## src/rtl/pipeline_pkg.sv

```systemverilog
// Shared pipeline definitions: control word layout, field positions and the bubble word.
package pipeline_pkg;

  localparam int CTRL_W = 39;

  localparam int AF_MSB     = 38;
  localparam int AF_LSB     = 35;
  localparam int I_BIT      = 34;
  localparam int ALU_MUX    = 33;
  localparam int SHIFT_MSB  = 32;
  localparam int SHIFT_LSB  = 30;
  localparam int CAD_MSB    = 29;
  localparam int CAD_LSB    = 25;
  localparam int GP_WE_BIT  = 24;
  localparam int GP_SEL_MSB = 23;
  localparam int GP_SEL_LSB = 22;
  localparam int BF_MSB     = 21;
  localparam int BF_LSB     = 18;
  localparam int PC_SEL_MSB = 17;
  localparam int PC_SEL_LSB = 16;
  localparam int WREN_BIT   = 15;
  localparam int RD_MSB     = 14;
  localparam int RD_LSB     = 10;
  localparam int RS_MSB     = 9;
  localparam int RS_LSB     = 5;
  localparam int RT_MSB     = 4;
  localparam int RT_LSB     = 0;

  localparam logic [1:0]        GP_SEL_MEM  = 2'b01;
  localparam logic [CTRL_W-1:0] CTRL_BUBBLE = '0;

  typedef struct packed {
    logic [3:0] af;
    logic       i;
    logic       alu_mux_sel;
    logic [2:0] shift_type;
    logic [4:0] cad;
    logic       gp_we;
    logic [1:0] gp_mux_sel;
    logic [3:0] bf;
    logic [1:0] pc_mux_select;
    logic       mem_wren;
    logic [4:0] rd;
    logic [4:0] rs;
    logic [4:0] rt;
  } ctrl_t;

endpackage

```

## src/rtl/load_use_detect.sv

```systemverilog
// Combinational load-use hazard check between the instruction in EX and the one in decode.
module load_use_detect
  import pipeline_pkg::*;
(
  input  logic [CTRL_W-1:0] ex_ctrl,
  input  logic [CTRL_W-1:0] id_ctrl,
  input  logic              valid_in,
  output logic              load_use
);

  ctrl_t ex;
  ctrl_t id;
  logic  ex_is_load;
  logic  reads_rt;
  logic  unused_bits;

  assign ex = ctrl_t'(ex_ctrl);
  assign id = ctrl_t'(id_ctrl);

  // EX valid is implied: an invalid EX slot always carries the all-zero word, so gp_we is 0.
  assign ex_is_load = ex.gp_we && (ex.gp_mux_sel == GP_SEL_MEM) && (ex.cad != 5'd0);
  assign reads_rt   = !id.i || id.mem_wren;

  assign load_use = valid_in && ex_is_load &&
                    ((ex.cad == id.rs) || (reads_rt && (ex.cad == id.rt)));

  assign unused_bits = ^{ex.af, ex.i, ex.alu_mux_sel, ex.shift_type, ex.bf, ex.pc_mux_select,
                         ex.mem_wren, ex.rd, ex.rs, ex.rt, id.af, id.alu_mux_sel,
                         id.shift_type, id.cad, id.gp_we, id.gp_mux_sel, id.bf,
                         id.pc_mux_select, id.rd};

endmodule

```

## src/rtl/id_ex_stage.sv

```systemverilog
// ID/EX pipeline register with load-use bubble insertion, flush, hold and a bubble counter.
module id_ex_stage
  import pipeline_pkg::*;
#(
  parameter int XLEN  = 32,
  parameter int CNT_W = 16
) (
  input  logic              clk,
  input  logic              rst,
  input  logic [CTRL_W-1:0] ctrl_in,
  input  logic              valid_in,
  input  logic [XLEN-1:0]   pc_in,
  input  logic [XLEN-1:0]   a_in,
  input  logic [XLEN-1:0]   b_in,
  input  logic              flush,
  input  logic              hold,
  output logic [CTRL_W-1:0] ctrl_out,
  output logic              valid_out,
  output logic [XLEN-1:0]   pc_out,
  output logic [XLEN-1:0]   a_out,
  output logic [XLEN-1:0]   b_out,
  output logic              stall_out,
  output logic [CNT_W-1:0]  bubble_cnt
);

  logic load_use;

  load_use_detect u_detect (
    .ex_ctrl  (ctrl_out),
    .id_ctrl  (ctrl_in),
    .valid_in (valid_in),
    .load_use (load_use)
  );

  assign stall_out = load_use && !flush && !hold;

  // Priority: reset, flush, hold, load-use bubble, normal advance.
  always_ff @(posedge clk) begin
    if (rst) begin
      ctrl_out   <= CTRL_BUBBLE;
      valid_out  <= 1'b0;
      pc_out     <= '0;
      a_out      <= '0;
      b_out      <= '0;
      bubble_cnt <= '0;
    end else if (flush) begin
      ctrl_out  <= CTRL_BUBBLE;
      valid_out <= 1'b0;
    end else if (hold) begin
      ctrl_out  <= ctrl_out;
      valid_out <= valid_out;
    end else if (load_use) begin
      ctrl_out  <= CTRL_BUBBLE;
      valid_out <= 1'b0;
      if (bubble_cnt != {CNT_W{1'b1}})
        bubble_cnt <= bubble_cnt + {{(CNT_W-1){1'b0}}, 1'b1};
    end else begin
      ctrl_out  <= valid_in ? ctrl_in : CTRL_BUBBLE;
      valid_out <= valid_in;
      pc_out    <= pc_in;
      a_out     <= a_in;
      b_out     <= b_in;
    end
  end

endmodule
```

## config.mk

```make
export PLATFORM = sky130hd
export DESIGN_NAME = id_ex_stage
export DESIGN_NICKNAME = d
export VERILOG_FILES = /design/src/rtl/pipeline_pkg.sv /design/src/rtl/load_use_detect.sv /design/src/rtl/id_ex_stage.sv
export SDC_FILE = /design/constraint.sdc
export NUM_CORES = 1
export LEC_CHECK = 0
export ABC_AREA = 1
export CORE_MARGIN = 5
export CORE_UTILIZATION = 44
export DETAILED_ROUTE_END_ITERATION = 10
export GPL_TIMING_DRIVEN = 0
export PLACE_DENSITY = 0.9
export SETUP_SLACK_MARGIN = 0.3
export SYNTH_ARGS = -nofsm -noshare
export SYNTH_HDL_FRONTEND = slang
export SYNTH_HIERARCHICAL = 1
export SYNTH_SLANG_ARGS = --single-unit
```

## constraint.sdc

```tcl
create_clock -name clk -period 2.8 [get_ports clk]
set_clock_uncertainty 0.2 [all_clocks]
set_input_delay 0.42 -clock clk [delete_from_list [all_inputs] [get_ports clk]]
set_output_delay 0.42 -clock clk [all_outputs]
set_load 0.01 [all_outputs]
```

# After elaboration in Yosys (flattened, before gate mapping)
# Cells that the tools add are included.
[totals]
register_bits = 152
input_bits = 140
output_inout_bits = 153
elab_cells = 33
[classes]
add_sub_neg = 1
n_eq_ne = 4
muxes = 3
bitwise_logic = 3
reduce_logical = 16
[ops]
columns = ["op", "count"]
rows = [
  ["39-bit 2-to-1 mux", 2],
  ["16-bit by 1-bit adder with 16-bit output (second input constant)", 1],
  ["16-bit inequality test (second input constant)", 1],
  ["5-bit == test", 2],
  ["1-bit logical AND", 7],
  ["5-bit nonzero test", 1],
  ["4-bit AND reduction", 1],
  ["1-bit zero test", 3],
  ["1-bit NOT", 3],
  ["3-bit AND reduction", 1],
  ["2-bit by 1-bit == test with 1-bit output (second input constant)", 1],
  ["1-bit logical OR", 2],
  ["2-bit OR reduction", 1],
  ["1-bit 2-to-1 mux", 1],
]

# Depth between registers and ports, before layout
# Gate-level depths: netlist of the first run.
[logic_depth]
word_depth = 7
ltp_mapped = 13
depth_no_buf = 13

# Modules after synthesis
# The synthesis of the first run kept the hierarchy.
[modules_own_cells]
columns = ["mod", "instances", "cells_each", "area_each_um2", "seq_area_each_um2"]
rows = [
  ["id_ex_stage", 1, 759, 5783.0, 3042.9],
  ["load_use_detect", 1, 54, 230.2, 0.0],
]

# Worst setup path before layout of the first run
# Ideal clock, no wire load.
[synth_timing]
path_kind = "register -> register"
from = "reg ctrl_out[29]"
to = "reg bubble_cnt[11]"
setup_time_ns = 0.070
arrival_ns = 1.728
t_required_ns = 2.530
setup_slack_ns = 0.802
stages_incl_launch_ff = 14
n_path_buf = 1
period_less_slack_ns = 1.998
path_cell_list = "dfxtp_1 -> inv_2 -> nand2_2 -> nand2_1 -> nor2_1 -> nand3_1 -> a21oi_2 -> inv_2 -> nor2_8 -> inv_2 -> nor2_4 -> buf_6 -> nand2_1 -> a21oi_1"
[synth_via]
elab_chain_cells = 5
word_cells_on_any_way = 9
cone_classes = "2 x eq/ne; 7 x reduce/logical"
[synth_rtl]
columns = ["item", "line_no", "text"]
rows = [
  ["start: declaration", "id_ex_stage.sv:17", "output logic [CTRL_W-1:0] ctrl_out,"],
  ["start signal: assignment", "id_ex_stage.sv:50", "ctrl_out <= ctrl_out;"],
  ["start signal: assignment", "id_ex_stage.sv:58", "ctrl_out <= valid_in ? ctrl_in : CTRL_BUBBLE;"],
  ["5-bit == test or 5-bit nonzero test (tied branches)", "load_use_detect.sv:25, load_use_detect.sv:21", ""],
  ["1-bit logical AND, on equally long branches", "load_use_detect.sv:25, load_use_detect.sv:21", ""],
  ["1-bit logical OR or 1-bit logical AND (tied branches)", "load_use_detect.sv:25, load_use_detect.sv:24", ""],
  ["1-bit logical AND *", "load_use_detect.sv:24", "assign load_use = valid_in && ex_is_load &&"],
  ["net load_use", "id_ex_stage.sv:26", "logic load_use;"],
  ["4-bit AND reduction (no source line) *", "n/a", ""],
  ["end signal: assignment", "id_ex_stage.sv:56", "bubble_cnt <= bubble_cnt + {{(CNT_W-1){1'b0}}, 1'b1};"],
  ["end: declaration", "id_ex_stage.sv:23", "output logic [CNT_W-1:0] bubble_cnt"],
]
# Mark *: on every way through the listed nets, which the timed path passes. The rest lies on a longest branch.
# A chain may end at the register's enable or synchronous reset.

# Worst setup path after layout of the first run
[layout_timing]
from = "in ctrl_in[1]"
to = "out stall_out"
[layout_via]
elab_chain_cells = 6
[layout_rtl]
columns = ["item", "line_no", "text"]
rows = [
  ["start: declaration", "id_ex_stage.sv:10", "input logic [CTRL_W-1:0] ctrl_in,"],
  ["5-bit == test", "load_use_detect.sv:25", "((ex.cad == id.rs) || (reads_rt && (ex.cad == id.rt)));"],
  ["1-bit logical AND", "load_use_detect.sv:25", ""],
  ["1-bit logical OR", "load_use_detect.sv:25", ""],
  ["1-bit logical AND", "load_use_detect.sv:24", ""],
  ["net load_use", "id_ex_stage.sv:26", ""],
  ["1-bit logical AND (2 in series)", "id_ex_stage.sv:35", "assign stall_out = load_use && !flush && !hold;"],
  ["end: declaration", "id_ex_stage.sv:22", "output logic stall_out,"],
]
# The timed path passes the listed nets, and every way through them passes these cells.

==> results.yml, run 1 <==
power:
  leakage_nw: 3.89
  irDropWorstVdd_mv: 0.455
  power_mw: 5.41
  power.density_nw_per_um2: 553
worst_setup_path:
  r2r-start: "ctrl_out[26]"
  path_buf_inv: 4
  reg2reg_setup_slack_ns: 0.53
  rr_endpoint: "a_out[15]"
  cp-start-kind: "input port"
  slowest_delay_ns: 0.52
  crit_required_ns: 2.18
  path_cells: "clkdlybuf4s50_1, inv_1, nand2_1, nand2_1, nor2_1, nand3_1, a21oi_2, inv_2, nor2_8, buf_6"
  crit_arrival_ns: 1.77
  crit_type: "in -> out"
  r2r_cells: 12
  critPathTopFamily: "buffers and inverters"
  crit_fanout: 3
  cpMostUsedCell: "nand2_1"
  cp-end-kind: "output port"
  slowest_stage: "clkdlybuf4s50_1"
route:
  drcViolationCount: 0
  vias: 6736
  routed_via_density: 5.13
  drt_pass1_iterations: 5
  ant_nets: 0
  drt-total-wl_um: 22200
  wire_per_inst_um: 16.9
  drt_iter0_drc: 526
clocking:
  cts_sinks: 152
  ctsHtreeMaxLevel: 4
  cts_buffer_depth: 2
  cts_tree: "built"
  cts_buffers: 17
  hold_buffers: 0
  insertion_delay_ns: 0.42
  clk_pin_slew_ns: 0.06
  root_buffer: "clkbuf_16"
timing:
  tns_ns: 0
  max_slew_margin_pct: 63.6
  holdWs_ns: 0.120
  setup_ws_ns: 0.405
  hold_viol_final: 0
  rsz0062_at_grt: "false"
  timing.final.crit_share_pct: 85.5
  drv_slew: 0
  setup_violations: 0
  tightest_slew_ns: 0.546
  clock.fmax_mhz: 418
  fin_crit_ns: 2.39
hold_path:
  min_path_cells: 3
  holdCritPathClass: "in -> reg"
  holdPathEnd: "ctrl_out[15]"
  hp-start: "ctrl_in[15]"
layout:
  final_common_cell: "clkdlybuf4s50_1"
  fill_cells: 1018
  fin_nets: 1267
  fin_cells: 1314
  layout_common_cells: "284 x clkdlybuf4s50_1, 227 x nor2_1, 152 x dfxtp_1"
  synthToLayoutAreaGrowth_pct: 62.6
  drive_gt1_share_pct: 5.63
placement:
  dp_slack_ns: -0.228
  hpwlAfterDp_um: 16600
  io_buffers: 291
  gp_congestion: 0.932
  dp.cells: 1280
floorplanning:
  die_height_um: 127
  start_util_pct: 45.1
  io_pins: 293
  rows: 42
  die_area_um2: 16100
  core_um2: 13300
  die_w_um: 127
yosys:
  synth.avg_cell_area_um2: 7.40
  synth.area.top_cells: "dfxtp_1 51%, nor2_1 14%, o21ai_0 7.7%"
  syn_nets: 954
  synthCells: 813
  yosysWarnings: 6
  syn_area_um2: 6010
  ys_ff_latch: 152
  synth_cell_types: 27
  synth_top_area_cell: "dfxtp_1"
  synthDominantCellAreaShare_pct: 50.6
  yosysSeqAreaShare_pct: 50.6
global_routing:
  grt_usage_pct: 26.5
  grt_pass1_wl_um: 33800
  grt_pass1_vias: 6553
  overflow: 0
  met2_usage_pct: 44.9
  antenna_found_initial: 2
  gr-max-usage-layer: "met2"
  met3_usage_pct: 8.74
  grt_max_degree: 17
  grtUsageMet1_pct: 30.0
run_status:
  outcome: "complete, no violations"
flow_run:
  cap_viol_max_count: 0
## metal layers
layer  vias up  part of all wire, %
li1       3267                    -
met1      3123                   38
met2       284                   50
met3        62                  7.7
met4         0                  4.3
met5         -                    0
## Yosys cell counts
cell / n
buf_1: 6
o21ai_1: 6
or2_2: 1
xnor2_1: 3
ha_1: 1
a21oi_2: 1
buf_2: 7
xor2_1: 4
clkbuf_1: 34
nor2_2: 1
nor2_8: 1
nand3_1: 13
buf_4: 1
dfxtp_1: 152
nor2_1: 227
nand2_2: 1
a21oi_1: 51
nor3_1: 1
nor2_4: 3
nand3b_1: 2
inv_1: 26
o21ai_0: 92
buf_6: 8
nand2_1: 118
clkinv_1: 1
nand4_1: 44
inv_2: 8
## cell families after synthesis
| kind of cell | share of synthesized area (%) |
|---|---|
| flops | 50.6 |
| simple gates | 28.7 |
| xor+xnor | 1.02 |
| buf+inv | 6.89 |
| fa+ha+maj | 0.208 |
| compound gates | 12.5 |
## where the power goes
| group | switching (mW) | leakage, nW | internal [mW] | total, mW |
|---|---|---|---|---|
| clock network | 0.874 | 0.283 | 1.45 | 2.33 |
| logic | 0.337 | 2.36 | 0.420 | 0.758 |
| registers | 0.0571 | 1.25 | 2.27 | 2.32 |
| total | 1.27 | 3.89 | 4.14 | 5.41 |
## flip-flops by register name, summed over array words and instances, names as in the netlist
| name | flops |
|---|---|
| ctrl_out | 39 |
| a_out | 32 |
| b_out | 32 |
| pc_out | 32 |
| bubble_cnt | 16 |
| valid_out | 1 |
## worst reg2reg max path, cell delays in order (launching register included)
cell and delay [ns]:
dfxtp_1 0.50, inv_2 0.05, nand2_1 0.07, nand2_1 0.05
nor2_1 0.08, nand3_1 0.11, a21oi_2 0.19, buf_4 0.14
nor2_4 0.06, inv_2 0.13, clkbuf_1 0.38, nor2_1 0.11
nor2_1 0.15
## area by class of cell
type | instances | area, um2 | area share, %
Clock inverter | 8 | 123 | 1.25
Inverter | 35 | 131 | 1.34
Buffer | 56 | 283 | 2.89
Tap cell | 176 | 220 | 2.25
Antenna cell | 2 | 5.00 | 0.0512
Multi-Input combinational cell | 570 | 2560 | 26.1
Clock buffer | 21 | 470 | 4.81
Sequential cell | 152 | 3040 | 31.1
Timing Repair Buffer | 294 | 2950 | 30.1
## metrics by stage
stage          util [%]  instance area (um2)
6_report           73.3                 9780
5_1_grt            73.3                 9780
4_1_cts            73.0                 9750
3_5_place_dp       68.5                 9150
3_3_place_gp       68.5                 9150
2_1_floorplan         -                 6010
## worst max path at each step
| stage | end | slack (ns) | from | depth (start not counted) |
|---|---|---|---|---|
| 6_report | stall_out | 0.41 | ctrl_in[1] | 10 |
| 5_1_grt | stall_out | 0.30 | ctrl_out[25] | 9 |
| 4_1_cts | stall_out | 0.32 | ctrl_in[4] | 10 |
| 3_5_place_dp | stall_out | -0.23 | ctrl_in[4] | 10 |
| 3_3_place_gp | stall_out | -0.20 | ctrl_in[0] | 10 |
| 2_1_floorplan | bubble_cnt[11] | 0.80 | ctrl_out[29] | 13 |
## timing repair
action / in CTS / in global routing
setup buffers: 2 / 1
endpoints found under the setup margin: 1 / 1
pin swaps: 1 / 4
resized for setup: 5 / 6
No activity file was read; power rests on OpenSTA's default activity.
==> run 2: changes to the inputs <==
--- a/config.mk
+++ b/config.mk
@@ -6,11 +6,13 @@
 export NUM_CORES = 1
 export LEC_CHECK = 0
 export ABC_AREA = 1
+export ABC_CLOCK_PERIOD_IN_PS = 2800
 export CORE_MARGIN = 5
 export CORE_UTILIZATION = 44
 export DETAILED_ROUTE_END_ITERATION = 10
 export GPL_TIMING_DRIVEN = 0
 export PLACE_DENSITY = 0.9
+export REMOVE_ABC_BUFFERS = 1
 export SETUP_SLACK_MARGIN = 0.3
 export SYNTH_ARGS = -nofsm -noshare
 export SYNTH_HDL_FRONTEND = slang
==> constraint.sdc (replaced) <==
create_clock -name clk -period 2.8 [get_ports clk]
set_clock_uncertainty 0.2 [all_clocks]
set_input_delay 0.42 -clock clk [delete_from_list [all_inputs] [get_ports clk]]
set_output_delay 0.42 -clock clk [all_outputs]
set_load 0.05 [all_outputs]
==> run 2 against run 1 <==
  * Worst setup slack lost 0.058 ns
  * Design area is essentially flat
  * Largest power group unchanged
  * Critical path depth shrank 1
  * Non-clock buffer count shrank 45
  * Count of clock-buffer cells in the layout grew 4
  * Combinational power grew 39%
  * Fmax shrank 2.4%
==> results.yml, run 2 (same netlist as run 1, synthesis figures left out) <==
timing:
  setup_ws_ns: 0.347
  clock.fmax_mhz: 408
  timing.final.crit_share_pct: 87.6
  holdWs_ns: 0.128
  fin_crit_ns: 2.45
  hold_viol_final: 0
  setup_violations: 0
  tightest_slew_ns: 1.21
  rsz0062_at_grt: "false"
  drv_slew: 0
  max_slew_margin_pct: 19.4
placement:
  dp_slack_ns: -1.65
  io_buffers: 292
  gp_congestion: 0.855
  hpwlAfterDp_um: 14300
  dp.cells: 1229
  place_area_um2: 8970
global_routing:
  grt_usage_pct: 25.0
  antenna_found_initial: 2
  grt_pass1_vias: 6283
  grt_max_degree: 95
  grt_pass1_wl_um: 32000
  overflow: 0
layout:
  stdcell_area_um2: 9770
  largest_reg_flops: 39
  final_common_cell: "clkdlybuf4s50_1"
  fin_cells: 1274
  multi_input_area_um2: 2580
  fill_cells: 968
  layout_common_cells: "279 x clkdlybuf4s50_1, 225 x nor2_1, 147 x dfxtp_1"
  fin_nets: 1225
  synthToLayoutAreaGrowth_pct: 62.5
  final_util_pct: 73.2
  seq_area_um2: 3050
  drive_gt1_share_pct: 6.75
  regMostFlops: "ctrl_out"
floorplanning:
  rows: 42
  die_w_um: 127
  start_util_pct: 45.1
  die_area_um2: 16100
  die_height_um: 127
  io_pins: 293
  core_um2: 13300
clocking:
  root_buffer: "clkbuf_16"
  cts_buffers: 17
  cts_sinks: 152
  cts_tree: "built"
  ctsHtreeMaxLevel: 4
  clk_pin_slew_ns: 0.06
  hold_buffers: 0
  cts_buffer_depth: 2
  insertion_delay_ns: 0.42
worst_setup_path:
  path_cells: "clkdlybuf4s50_1, nand2_1, nand2_1, nor2_2, nand3_2, a21oi_4, inv_8, nor2_8, buf_8"
  cp-end-kind: "output port"
  crit_type: "in -> out"
  slowest_delay_ns: 0.42
  crit_fanout: 4
  cp-start-kind: "input port"
  crit_arrival_ns: 1.83
  crit_required_ns: 2.18
  slowest_stage: "clkdlybuf4s50_1"
  cpMostUsedCell: "nand2_1"
route:
  drcViolationCount: 0
  drt_iter0_drc: 496
  drt_pass1_iterations: 5
  vias: 6512
  routed_via_density: 5.11
  ant_nets: 0
  wire_per_inst_um: 16.9
  drt-total-wl_um: 21500
run_status:
  outcome: "complete, no violations"
power:
  power.density_nw_per_um2: 598
  irDropWorstVdd_mv: 0.545
  leakage_nw: 3.93
hold_path:
  holdCritPathClass: "in -> reg"
flow_run:
  cap_viol_max_count: 0
==> run 2: cell types whose count changed in the layout (fill, tap and decap cells not counted), sizes merged <==
| cell | before | now |
|---|---|---|
| clkinvlp | 3 | 1 |
| clkdlybuf4s50 | 284 | 279 |
| buf | 26 | 15 |
| inv | 34 | 36 |
| dlymetal6s2s | 5 | 10 |
| nor2 | 232 | 233 |
| clkbuf | 55 | 26 |
| dlygate4sd2 | 1 | 0 |
| diode | 2 | 1 |
| bufinv | 3 | 4 |
==> run 2: layout make-up <==
type,count,area share (%)
Clock inverter,7,1.41
Multi-Input combinational cell,571,26.4
Sequential cell,152,31.2
Timing Repair Buffer,305,31.9
Clock buffer,25,5.17
Antenna cell,1,0.0256
Tap cell,176,2.25
Inverter,35,1.45
Timing Repair inverter,2,0.128
==> run 2: worst paths after layout <==
| path | startpoint | to | slack, ns | cells after the start |
|---|---|---|---|---|
| max reg2reg | ctrl_out[26] | bubble_cnt[14] | 0.54 | 12 |
| min reg2reg | ctrl_out[14] | ctrl_out[14] | 0.26 | 2 |
| max | ctrl_in[34] | stall_out | 0.35 | 9 |
| min | ctrl_in[15] | ctrl_out[15] | 0.13 | 3 |
==> run 2: worst max-delay path: cells and delay by family <==
kind	cells	cell delay [ns]
and+or+nand+nor	5	0.46
buffers and inverters	3	0.63
AOI/OAI and AO/OA	1	0.30
==> run 2: report_power, final <==
group	total, mW	switching, mW	leakage (nW)	internal (mW)
Clock	2.48	0.872	0.313	1.61
Sequential	2.32	0.0525	1.25	2.27
Combinational	1.05	0.637	2.37	0.413
==> run 2: metal layers <==
metal | global-route usage [%] | vias to the layer above | share of wire [%]
li1 | - | 3185 | -
met1 | 27.6 | 3025 | 37
met2 | 43.5 | 243 | 52
met3 | 7.06 | 57 | 6.5
met4 | 13.2 | 2 | 4.1
met5 | 0 | - | 0.051
==> run 2: repair_timing <==
item,CTS,global route
cloned,2,1
gates resized for setup,17,22
setup endpoints to repair,153,109
pin swaps,3,7
buffers inserted,3,6
==> run 2: stage by stage <==
stage	power (mW)	setup TNS, ns
floorplan	2.89	-43.25
global placement	3.37	-329.63
detailed placement	3.40	-129.21
CTS	5.88	0
global route	6.04	0
finish	5.85	0
